File: config.mk
export PLATFORM = sky130hd
export DESIGN_NAME = uart_arbiter
export DESIGN_NICKNAME = d
export VERILOG_FILES = /design/src/rtl/uart_pkg.sv /design/src/rtl/rr_arb2.sv /design/src/rtl/uart_arbiter.sv
export SDC_FILE = /design/constraint.sdc
export NUM_CORES = 1
export LEC_CHECK = 0
export ABC_AREA = 1
export CAP_MARGIN = 0
export CORE_AREA = 2 2 63 65
export DETAILED_ROUTE_END_ITERATION = 8
export DIE_AREA = 0 0 65 67
export PLACE_DENSITY = 0.79
export SYNTH_ARGS = -nofsm -noshare
export SYNTH_HDL_FRONTEND = slang
export SYNTH_SLANG_ARGS = --single-unit
File: constraint.sdc
create_clock -name clk -period 1.6 [get_ports clk]
set_clock_uncertainty 0.15 [all_clocks]
set_input_delay 0.48 -clock clk [delete_from_list [all_inputs] [get_ports clk]]
set_output_delay 0.48 -clock clk [all_outputs]
set_load 0.03 [all_outputs]
File: src/rtl/uart_pkg.sv
// Shared definitions for the uart arbiter: FSM encoding, uart status bit
// positions, register selects and the state-to-bus decode.
package uart_pkg;

    typedef enum logic [1:0] {
        ST_IDLE     = 2'd0,
        ST_STATUS   = 2'd1,
        ST_RX_READ  = 2'd2,
        ST_TX_WRITE = 2'd3
    } state_e;

    localparam int TX_BUSY_BIT = 15;
    localparam int RX_FULL_BIT = 14;

    localparam logic A0_STATUS = 1'b0;
    localparam logic A0_DATA   = 1'b1;

    typedef struct packed {
        logic cs_b;
        logic rnw;
        logic a0;
    } bus_ctl_t;

    // Idle bus is deselected and parked as a status read.
    function automatic bus_ctl_t bus_decode(input state_e st);
        bus_ctl_t ctl;
        ctl = '{cs_b: 1'b1, rnw: 1'b1, a0: A0_STATUS};
        case (st)
            ST_STATUS:   ctl = '{cs_b: 1'b0, rnw: 1'b1, a0: A0_STATUS};
            ST_RX_READ:  ctl = '{cs_b: 1'b0, rnw: 1'b1, a0: A0_DATA};
            ST_TX_WRITE: ctl = '{cs_b: 1'b0, rnw: 1'b0, a0: A0_DATA};
            default:     ;
        endcase
        return ctl;
    endfunction

endpackage

File: src/rtl/rr_arb2.sv
// Two-way round-robin arbiter with an owner lock for multi-byte bursts and an
// optional burst length limit that forces the lock to release.
module rr_arb2 #(
    parameter int TX_BURST = 16,
    parameter int BURST_W  = 8
) (
    input  logic       clk,
    input  logic       reset,
    input  logic       eval,
    input  logic       commit,
    input  logic       commit_idx,
    input  logic [1:0] req,
    input  logic [1:0] lock,
    output logic       gnt_valid,
    output logic       gnt_idx
);

    localparam logic [BURST_W-1:0] BURST_LIM = BURST_W'(TX_BURST);
    localparam logic [BURST_W-1:0] BURST_ONE = BURST_W'(1);

    logic               last_q, last_d;
    logic               locked_q, locked_d;
    logic [BURST_W-1:0] burst_q, burst_d;
    logic               release_lock;
    logic               hold_lock;

    // While locked the owner is always the last granted client.
    always_comb begin
        release_lock = locked_q && (!req[last_q] || !lock[last_q] ||
                                    ((TX_BURST != 0) && (burst_q >= BURST_LIM)));
        hold_lock    = locked_q && !release_lock;
        gnt_valid    = 1'b0;
        gnt_idx      = last_q;
        if (hold_lock) begin
            gnt_valid = req[last_q];
        end else if (req[!last_q]) begin
            gnt_valid = 1'b1;
            gnt_idx   = !last_q;
        end else if (req[last_q]) begin
            gnt_valid = 1'b1;
        end
    end

    // NOTE: every _d gets its hold value first so no path leaves it unassigned
    // and no latch is inferred.
    always_comb begin
        last_d   = last_q;
        locked_d = locked_q;
        burst_d  = burst_q;
        if (eval && release_lock) begin
            locked_d = 1'b0;
            burst_d  = '0;
        end
        if (commit) begin
            last_d = commit_idx;
            if (lock[commit_idx]) begin
                locked_d = 1'b1;
                burst_d  = locked_q ? burst_q + BURST_ONE : BURST_ONE;
            end else begin
                locked_d = 1'b0;
                burst_d  = '0;
            end
        end
    end

    // NOTE: state registers use non-blocking assignments so every flop samples
    // the pre-edge value of its peers.
    always_ff @(posedge clk) begin
        if (reset) begin
            last_q   <= 1'b1;
            locked_q <= 1'b0;
            burst_q  <= '0;
        end else begin
            last_q   <= last_d;
            locked_q <= locked_d;
            burst_q  <= burst_d;
        end
    end

endmodule

File: src/rtl/uart_arbiter.sv
// Polls a memory-mapped uart, drains RX bytes to a selected client and shares
// the transmitter between two byte-stream clients.
module uart_arbiter
    import uart_pkg::*;
#(
    parameter int TX_BURST = 16,
    parameter int BURST_W  = 8
) (
    input  logic        clk,
    input  logic        reset,
    input  logic        clken,
    input  logic        tx_valid_0,
    input  logic [7:0]  tx_data_0,
    input  logic        tx_lock_0,
    output logic        tx_ready_0,
    input  logic        tx_valid_1,
    input  logic [7:0]  tx_data_1,
    input  logic        tx_lock_1,
    output logic        tx_ready_1,
    input  logic        rx_sel,
    output logic [7:0]  rx_data,
    output logic        rx_valid_0,
    output logic        rx_valid_1,
    output logic        uart_cs_b,
    output logic        uart_rnw,
    output logic        uart_a0,
    output logic [15:0] uart_din,
    input  logic [15:0] uart_dout
);

    state_e      state_q, state_d;
    logic        grant_q, grant_d;
    logic [7:0]  rx_data_q, rx_data_d;
    logic [1:0]  rx_valid_q, rx_valid_d;
    logic [1:0]  tx_ready_q, tx_ready_d;
    logic        gnt_valid;
    logic        gnt_idx;
    bus_ctl_t    bus_ctl;
    logic        unused_dout;

    assign unused_dout = ^uart_dout[13:8];

    rr_arb2 #(
        .TX_BURST (TX_BURST),
        .BURST_W  (BURST_W)
    ) u_arb (
        .clk        (clk),
        .reset      (reset),
        .eval       (clken && (state_q == ST_STATUS)),
        .commit     (clken && (state_q == ST_TX_WRITE)),
        .commit_idx (grant_q),
        .req        ({tx_valid_1, tx_valid_0}),
        .lock       ({tx_lock_1, tx_lock_0}),
        .gnt_valid  (gnt_valid),
        .gnt_idx    (gnt_idx)
    );

    // Pulses default low every clk, so they last one clk even when clken is sparse.
    always_comb begin
        state_d    = state_q;
        grant_d    = grant_q;
        rx_data_d  = rx_data_q;
        rx_valid_d = '0;
        tx_ready_d = '0;
        if (clken) begin
            case (state_q)
                ST_IDLE: state_d = ST_STATUS;
                ST_STATUS: begin
                    // RX wins over TX so the single-byte receive buffer never overruns.
                    if (uart_dout[RX_FULL_BIT]) begin
                        state_d = ST_RX_READ;
                    end else if (!uart_dout[TX_BUSY_BIT] && gnt_valid) begin
                        state_d = ST_TX_WRITE;
                        grant_d = gnt_idx;
                    end
                end
                ST_RX_READ: begin
                    rx_data_d          = uart_dout[7:0];
                    rx_valid_d[rx_sel] = 1'b1;
                    state_d            = ST_STATUS;
                end
                ST_TX_WRITE: begin
                    tx_ready_d[grant_q] = 1'b1;
                    state_d             = ST_STATUS;
                end
                default: state_d = ST_IDLE;
            endcase
        end
    end

    always_ff @(posedge clk) begin
        if (reset) begin
            state_q    <= ST_IDLE;
            grant_q    <= 1'b0;
            rx_data_q  <= 8'h00;
            rx_valid_q <= '0;
            tx_ready_q <= '0;
        end else begin
            state_q    <= state_d;
            grant_q    <= grant_d;
            rx_data_q  <= rx_data_d;
            rx_valid_q <= rx_valid_d;
            tx_ready_q <= tx_ready_d;
        end
    end

    assign bus_ctl    = bus_decode(state_q);
    assign uart_cs_b  = bus_ctl.cs_b;
    assign uart_rnw   = bus_ctl.rnw;
    assign uart_a0    = bus_ctl.a0;
    assign uart_din   = (state_q == ST_TX_WRITE) ?
                        {8'h00, (grant_q ? tx_data_1 : tx_data_0)} : 16'h0000;

    assign rx_data    = rx_data_q;
    assign rx_valid_0 = rx_valid_q[0];
    assign rx_valid_1 = rx_valid_q[1];
    assign tx_ready_0 = tx_ready_q[0];
    assign tx_ready_1 = tx_ready_q[1];

endmodule

==> reports/qor_table.md <==
| Result | Reported | Unit |
|:---|:---|:---|
| TritonCTS clock tree | yes | - |
| Failing checks | setup timing | - |
| Vias in the first global route | 1498 | - |
| Crit path required time | 970 | ps |
| Wire length of the first global-routing pass | 6.19 | mm |
| Commonest cells post-synth | sky130_fd_sc_hd__nand2_1 (42), sky130_fd_sc_hd__dfxtp_1 (25), sky130_fd_sc_hd__nor2_1 (24), sky130_fd_sc_hd__a21oi_1 (20), sky130_fd_sc_hd__inv_1 (20) | - |
| Post-route minimum period | 1770 | ps |
| Worst path max stage delay | 400 | ps |
| CTS H-tree lvls | 1 | - |
| Crit path arrival time | 1140 | ps |
| Clock latency on the worst-skew pair | 260 | ps |
| Worst hold slack after final layout | 359 | ps |
| RSZ-0062 raised after global routing | true | - |
| Largest net degree at the start of global routing | 15 | - |
| Detailed Route Iter0 Violations | 57 | - |
| Total number of yosys warnings | 0 | - |
| Routability Congestion | 0.826 | - |
| Core area | 3610 | um2 |
| Max Root-Sink Buffers | 2 | - |
| Via count | 1526 | - |
| Final hold violation count | 0 | - |
| Placed Instances | 310 | - |
| Placement-stage cell area | 2060 | um2 |
| GRT Resource Usage Total | 0.178 | - |
| Fin nets | 318 | - |
| Worst setup slack before clock tree synthesis | -383 | ps |
| Area of the die | 4360 | um2 |
| Slack of the worst reg-to-reg path | 50 | ps |
| Die span in y | 67 | um |
| Syn Inst Count | 199 | - |
| Sum of routed wire length over all layers | 3.87 | mm |
| Final core area utilization | 0.674 | - |
| Tcrit/Tclk final | 1.10 | - |
| Main area contributors after synthesis | sky130_fd_sc_hd__dfxtp_1 (36%), sky130_fd_sc_hd__nand2_1 (11%), sky130_fd_sc_hd__a21oi_1 (7.3%), sky130_fd_sc_hd__nand3_1 (6.6%), sky130_fd_sc_hd__nor2_1 (6.6%) | - |
| Peak supply drop | 0.000411 | V |
| CTS root buffer | sky130_fd_sc_hd__clkbuf_8 | - |
| FFs w/ async S/R, synth | 0 | - |
| Register clock-pin slew on the reported worst setup and hold paths | 90 | ps |
| Hold Path Class | reg -> reg | - |
| Effective utilization at floorplan | 0.381 | - |
| Top-level I/O count | 71 | - |
| Number of hold buffers added after CTS | 0 | - |
| Setup violators final | 9 | - |
| Post-synthesis instance area | 1380 | um2 |
| Highest net fanout along the worst path | 4 | - |
| Antenna fix cells | 0 | - |
| Mean cell area of the mapped netlist | 6.91 | um2 |
| Area delta synth->final | 76.8 | % |
| Dominant synthesized flop cell | sky130_fd_sc_hd__dfxtp_1 | - |
| Leakage power of the design | 1.12 | nW |
| Cell type with the highest aggregate area in the netlist | sky130_fd_sc_hd__dfxtp_1 | - |
| Count of port buffers added during placement | 56 | - |
| Post-route setup TNS | -1270 | ps |
| Per-cell via count in the routed design | 4.72 | - |
| Final standard cell area without fillers | 2430 | um2 |
| CP Capture Type | primary output | - |
| Tot Pwr | 1.38 | mW |
| Achievable Freq | 566 | MHz |
| Register bit count reported by yosys | 25 | - |
| CP max-delay cell | sky130_fd_sc_hd__dfxtp_4 | - |
| Drt drc | 0 | - |
| Leading cell type by number of instances after synthesis | sky130_fd_sc_hd__nand2_1 | - |
| Total half-perimeter wirelength after legalization and detailed placement | 2.60 | mm |
| Sequential element share of the synthesized area | 0.364 | - |
| Area share of the largest cell type after synthesis | 0.364 | - |
| Cell-by-cell listing of the critical path | clkbuf_16 -> nand2_2 -> a21oi_4 -> buf_6 | - |
| Final Worst Setup Slack | -168 | ps |
| DRT Pass-1 Iters | 4 | - |
| Gr ovfl total | 0 | - |
| Number of CTS-inserted buffers | 3 | - |
| Chip Width | 65 | um |
| Antenna-violating nets left | 0 | - |
| Outcome | complete, but fails checks | - |
| Proportion of layout cells with a drive suffix above 1 | 0.393 | - |
| Non-Filler Instances | 323 | - |
| Number of placement rows | 22 | - |
| Number of synthesized flops with an enable pin | 0 | - |
| Critical path start-end classification | reg -> out | - |
| Number of unique standard cell types used by synthesis | 26 | - |
| Count of final max-slew check failures | 0 | - |
| Startpoint type of the worst setup path | register | - |
| Pwr Density | 569 | nW/um2 |
| Clk sinks | 25 | - |
| Initial antenna violation count | 0 | - |
| Detail-routed net length per standard cell | 12.0 | um |
| Max-cap check violation count | 0 | - |
path summary, 6_finish.rpt:
path                                        from                to  depth (start not counted)
worst max-delay path                     grant_q       uart_din[4]                          4
worst min-delay path            u_arb.burst_q[0]  u_arb.burst_q[0]                          2
worst max register to register        state_q[1]  u_arb.burst_q[7]                          7
worst min register to register  u_arb.burst_q[0]  u_arb.burst_q[0]                          2
critical path, delay by kind of cell, from the launching register on:
kind            cells  cell delay, ps
compound gates      1             120
buf+inv             2             290
flops               1             400
simple gates        1              60
flip-flops by register name, summed over array words and instances (netlist names):
register	count
rx_data	8
rx_valid_q	2
tx_ready_q	2
u_arb.last_q	1
grant_q	1
state_q	2
u_arb.burst_q	8
u_arb.locked_q	1
metal layers:
layer	global-route usage	part of all wire	wire (um)
met5	0	0	0
met4	0.0691	0.0065	25
met3	0.0389	0.054	211
met2	0.322	0.51	1980
met1	0.204	0.43	1660
kinds of logic after synthesis:
family                     share of synthesized area
other                                        0.00273
DFF                                            0.364
buffers and inverters                          0.126
and+or+nand+nor                                0.350
adders and majority gates                     0.0182
AOI/OAI and AO/OA                              0.139
report_power, final:
part,internal [mW],switching (mW)
sequential,0.637,0.0188
clock,0.174,0.196
combinational,0.162,0.194
layout make-up:
| type | count | area [um2] |
|---|---|---|
| Fill cell | 289 | 1170 |
| Multi-Input combinational cell | 148 | 1000 |
| Timing Repair Buffer | 76 | 721 |
| Sequential cell | 25 | 512 |
| Inverter | 22 | 92.6 |
| Tap cell | 48 | 60.1 |
| Clock buffer | 3 | 41.3 |
| Clock inverter | 1 | 5.00 |
timing repair:
action,4_1_cts,5_1_grt
setup endpoints to repair,18,22
gates cloned,1,2
pin swaps,19,14
gates resized for setup,57,40
endpoints found under the hold margin,0,0
buffers inserted,5,2
cells in the final DEF (no fill, tap or decap), drive strengths merged:
master         instances
dlygate4sd2           17
o21bai                 1
nand4                  3
and3                   1
clkdlybuf4s50         13
nor2                  27
conb                   8
buf                   42
clkbuf                 4
dfxtp                 25
nand3b                 3
dlymetal6s2s           3
nand2                 47
ha                     2
a31oi                  1
nand3                 18
nor3                   2
o211ai                 1
clkinv                 1
o21ai                 14
a21oi                 20
inv                   22
(Power assumes the default switching activity.)
